### config.mk
export PLATFORM = sky130hd
export DESIGN_NAME = count_slot_arbiter
export DESIGN_NICKNAME = d
export VERILOG_FILES = /design/src/rtl/count_slot_arbiter_pkg.sv /design/src/rtl/count_slot_arbiter_count.sv /design/src/rtl/count_slot_arbiter.sv
export SDC_FILE = /design/constraint.sdc
export NUM_CORES = 1
export LEC_CHECK = 0
export CORE_MARGIN = 5
export CORE_UTILIZATION = 40
export DETAILED_ROUTE_END_ITERATION = 8
export DONT_BUFFER_PORTS = 1
export PLACE_DENSITY = 0.55
export SLEW_MARGIN = 0
export SYNTH_ARGS = -nofsm -noshare
export SYNTH_HDL_FRONTEND = slang
export SYNTH_SLANG_ARGS = --single-unit
### constraint.sdc
create_clock -name clk -period 5.2 [get_ports clk]
set_clock_uncertainty 0.05 [all_clocks]
set_input_delay 1.3 -clock clk [delete_from_list [all_inputs] [get_ports clk]]
set_output_delay 1.3 -clock clk [all_outputs]
set_load 0.02 [all_outputs]
### src/rtl/count_slot_arbiter_pkg.sv
// Shared definitions for the count-slot arbiter: state encoding, default
// sizes and the round-robin index helpers.
package count_slot_arbiter_pkg;

    localparam int unsigned DefWidth = 4;
    localparam int unsigned DefNReq  = 4;

    // Index width sized for the largest supported requester count (8).
    localparam int unsigned IdxW = 3;

    localparam logic [1:0] StIdle = 2'd0;
    localparam logic [1:0] StLoad = 2'd1;
    localparam logic [1:0] StRun  = 2'd2;
    localparam logic [1:0] StDone = 2'd3;

    // Advance an index by one, wrapping at n.
    function automatic logic [IdxW-1:0] rr_inc(input logic [IdxW-1:0] idx,
                                               input int unsigned n);
        if (32'(idx) >= n - 1) begin
            return '0;
        end
        return idx + 3'd1;
    endfunction

    // First requester at or above ptr (with wrap at n) whose req bit is set.
    function automatic logic [IdxW-1:0] rr_pick(input logic [7:0] req,
                                                input logic [IdxW-1:0] ptr,
                                                input int unsigned n);
        logic [IdxW-1:0] pick;
        logic            found;
        int unsigned     idx;
        pick  = ptr;
        found = 1'b0;
        for (int unsigned i = 0; i < 8; i++) begin
            idx = (32'(ptr) + i) % n;
            if (!found && (i < n) && req[idx[2:0]]) begin
                pick  = idx[2:0];
                found = 1'b1;
            end
        end
        return pick;
    endfunction

endpackage

### src/rtl/count_slot_arbiter_count.sv
// count_core: shared synchronous up-counter with clear and enable.
module count_core #(
    parameter int unsigned WIDTH = 4
) (
    input  logic             clk,
    input  logic             rst,
    input  logic             clear_i,
    input  logic             en_i,
    output logic [WIDTH-1:0] count_o
);

    logic [WIDTH-1:0] count_q, count_d;

    // Clear wins over enable; otherwise hold.
    always_comb begin
        count_d = count_q;
        if (clear_i) begin
            count_d = '0;
        end else if (en_i) begin
            count_d = count_q + 1'b1;
        end
    end

    // Counter register with asynchronous reset.
    always_ff @(posedge clk or posedge rst) begin
        if (rst) begin
            count_q <= '0;
        end else begin
            count_q <= count_d;
        end
    end

    assign count_o = count_q;

endmodule

### src/rtl/count_slot_arbiter.sv
// Round-robin arbiter that lends one shared counter to a requester at a time,
// runs it to that requester's terminal count and pulses its done.
module count_slot_arbiter
    import count_slot_arbiter_pkg::*;
#(
    parameter int unsigned N_REQ = DefNReq,
    parameter int unsigned WIDTH = DefWidth
) (
    input  logic                   clk,
    input  logic                   rst,
    input  logic [N_REQ-1:0]       req_i,
    input  logic [N_REQ*WIDTH-1:0] len_i,
    output logic [N_REQ-1:0]       grant_o,
    output logic                   busy_o,
    output logic [N_REQ-1:0]       done_o,
    output logic [WIDTH-1:0]       count_o
);

    logic [1:0]      state_q, state_d;
    logic [IdxW-1:0] ptr_q, ptr_d;
    logic [IdxW-1:0] winner_q, winner_d;
    logic [WIDTH-1:0] len_q, len_d;
    logic [7:0]      req_pad;
    logic [WIDTH-1:0] len_sel;
    logic            req_win;
    logic            cnt_clear;
    logic            cnt_en;

    count_core #(
        .WIDTH(WIDTH)
    ) u_count_core (
        .clk    (clk),
        .rst    (rst),
        .clear_i(cnt_clear),
        .en_i   (cnt_en),
        .count_o(count_o)
    );

    // Widen req to the fixed index space and pick out the winner's length.
    always_comb begin
        req_pad = '0;
        len_sel = '0;
        for (int unsigned i = 0; i < N_REQ; i++) begin
            req_pad[i] = req_i[i];
            if (winner_q == 3'(i)) begin
                len_sel = len_i[i*WIDTH +: WIDTH];
            end
        end
        req_win = req_pad[winner_q];
    end

    // Slot sequencing: pick, load, run to terminal count, report.
    always_comb begin
        state_d   = state_q;
        ptr_d     = ptr_q;
        winner_d  = winner_q;
        len_d     = len_q;
        cnt_clear = 1'b0;
        cnt_en    = 1'b0;
        unique case (state_q)
            StIdle: begin
                if (|req_i) begin
                    winner_d = rr_pick(req_pad, ptr_q, N_REQ);
                    state_d  = StLoad;
                end
            end
            StLoad: begin
                cnt_clear = 1'b1;
                if (!req_win) begin
                    // Abort still moves the pointer past the winner.
                    ptr_d   = rr_inc(winner_q, N_REQ);
                    state_d = StIdle;
                end else begin
                    len_d   = len_sel;
                    state_d = StRun;
                end
            end
            StRun: begin
                if (!req_win) begin
                    cnt_clear = 1'b1;
                    ptr_d     = rr_inc(winner_q, N_REQ);
                    state_d   = StIdle;
                end else if (count_o == len_q) begin
                    state_d = StDone;
                end else begin
                    cnt_en = 1'b1;
                end
            end
            StDone: begin
                ptr_d   = rr_inc(winner_q, N_REQ);
                state_d = StIdle;
            end
            default: state_d = StIdle;
        endcase
    end

    // State, pointer, winner and frozen length registers.
    always_ff @(posedge clk or posedge rst) begin
        if (rst) begin
            state_q  <= StIdle;
            ptr_q    <= '0;
            winner_q <= '0;
            len_q    <= '0;
        end else begin
            state_q  <= state_d;
            ptr_q    <= ptr_d;
            winner_q <= winner_d;
            len_q    <= len_d;
        end
    end

    // Outputs decode only from registered state and winner.
    always_comb begin
        busy_o  = (state_q != StIdle);
        grant_o = '0;
        done_o  = '0;
        for (int unsigned i = 0; i < N_REQ; i++) begin
            grant_o[i] = busy_o && (winner_q == 3'(i));
            done_o[i]  = (state_q == StDone) && (winner_q == 3'(i));
        end
    end

endmodule
==> run summary <==
final wirelength: 2.62 mm
Post-synth EDFFs: 0
RSZ-0062 raised after global routing: no
Critical Path AT: 1.67 ns
commonest cells after routing, fill and taps aside: dfrtp_1 (15), a21oi_1 (11), inv_1 (11)
total setup buffers inserted after CTS: 0
ANT nets after route: 0
Hold Crit Class: reg -> reg
Avg Vias per Cell: 5.40
Setup crit end kind: primary output
Peak VDD IR: 0.243 mV
startpoint types: register
# hold bufs at CTS: 0
Pwr per Cell Area: 555 nW/um^2
drc violations: 0
Sink Count: 15
post_cts resized: 0
core area: 3030 um^2
CTS root buf: clkbuf_4
Starting Density: 41.2%
pin count of the biggest net entering global routing: 16
final worst path period share: 58.0%
port bufs: 0
1st-pass router iterations: 4
status: finished clean
CP Max Fanout: 9
Syn. warnings: 0
max-slew violations: 0
clk buf depth: 2
DIE WIDTH: 65.8 um
vias in the first global route: 978
FFs w/ async S/R, synth: 100%
number of synthesized register bits: 15
Area Overhead vs Synth: 5.22%
commonest non-fill, non-tap cell in the layout: dfrtp_1
sequential area share after synthesis: 30.1%
final setup vio count: 0
max cap viols: 0
first-pass GRT wire length: 4.39 mm
CP required: 3.85 ns
filler cell count: 296
library cells used by synthesis: 42
Layout Nets: 168
io pins: 35
Syn Nets: 167
Syn Area/Cell: 9.23 um^2
DR WL/cell: 14.6 um
r2r setup slk: 3.23 ns
DRT iter0 DRCs: 46
Fin Setup TNS: 0 ns
routability cong.: 0.872
slew margin rel.: 59.9%
Top FF cell, synth: dfrtp_1
worst skew pair latency: 0.28 ns
H-tree depth: 1
Finished Cell Area: 1310 um^2
DIE AREA: 4330 um^2
CTS tree: done
placed cell areas: 1280 um^2
clock period minus worst slack: 3.02 ns
leak pwr: 0.566 nW
Crit Path Class: reg -> out
Worst-path clk slew: 0.09 ns
Final Hold Fails: 0
Mapped Cells: 135
Ant. Diodes: 0
TritonCTS buffer count: 3
fmax: 0.331 GHz
antenna violations before repair: 0
# rows: 20
Syn Std Cell Area: 1250 um^2
share of cells above drive strength 1: 8.15%
die height: 65.8 um
HPWL after DPL: 2.11 mm
grt ovf: 0
vias: 967
gr usage total: 13.2%
Tightest Pin Transition: 0.601 ns
[per-layer routing]
layer	vias up	share of wire, %	track usage [%]
met1	462	42	14.9
met2	21	51	23.3
li1	482	-	-
met5	-	0	0
met4	0	0.92	3.11
met3	2	5.7	4.93
[worst max-delay path, stage by stage, from the launching register on]
cell and delay, ns:
dfrtp_1 0.49, ha_1 0.19, ha_1 0.28, nor2b_1 0.41
[metrics by stage]
stage | cells | total power (W) | utilization, % | hold WS, ns | worst slack (ns)
after CTS | 179 | 0.000740 | 43.3 | 0.477 | 2.16
after floorplan | 135 | 0.000580 | - | 0.434 | 2.53
after detailed placement | 175 | 0.000668 | 42.4 | 0.456 | 2.49
after global placement | 175 | 0.000659 | 42.4 | 0.449 | 2.51
after global routing | 179 | 0.000805 | 43.3 | 0.500 | 2.06
final | 179 | 0.000727 | 43.3 | 0.472 | 2.18
[kinds of logic after synthesis]
kind of cell             share of synthesized area [%]
adder cells (fa/ha/maj)                           10.0
flip-flops                                        30.1
AO/OA/AOI/OAI                                     21.8
multiplexers                                      9.34
AND/OR/NAND/NOR                                   21.3
buffers and inverters                             4.62
XOR/XNOR                                          2.81
[registers in the layout (all words and copies together) (netlist names)]
name                  count
len_q                     4
u_count_core.count_o      4
winner_q                  3
ptr_q                     2
state_q                   2
[power by group]
part	switching, W	internal, W
sequential	0.0000567	0.000161
combinational	0.000254	0.000189
clock	0.0000367	0.0000298
[worst paths after layout]
kind | endpoint | cells after the start | from
max | grant_o[3] | 3 | winner_q[0]
min | len_q[0] | 1 | len_q[0]
max reg2reg | u_count_core.count_o[3] | 6 | state_q[0]
min reg2reg | len_q[0] | 1 | len_q[0]
max in group asynchronous | ptr_q[0] | 1 | rst
min in group asynchronous | len_q[2] | 1 | rst
[cells in the mapped netlist (2+ instances only)]
library cell  number  share of area, %
nand2_1            7               2.1
and2b_1            2               1.2
nor2_1             5               1.5
a21oi_1           11               4.4
and2_1             8               4.0
o31ai_1            2               1.2
a22oi_2            2               2.0
nor2b_1            3               1.5
o21ai_1            2              0.80
inv_1             11               3.3
mux2_4             2               2.4
o22a_1             2               1.4
o21ai_0            7               2.8
ha_1              10                10
nand2b_1           6               3.0
xor2_1             4               2.8
clkbuf_1           3              0.90
dfrtp_1           15                30
mux2_1             5               4.5
a32o_1             4               3.2
mux2i_1            3               2.4
[cell type report]
cell class / count / area, um^2 / share of cell area [%]
Inverter: 11 / 41.3 / 3.15
Tap cell: 44 / 55.1 / 4.20
Clock buffer: 4 / 26.3 / 2.00
Multi-Input combinational cell: 105 / 813 / 62.0
Sequential cell: 15 / 375 / 28.6
(Power assumes the default switching activity.)
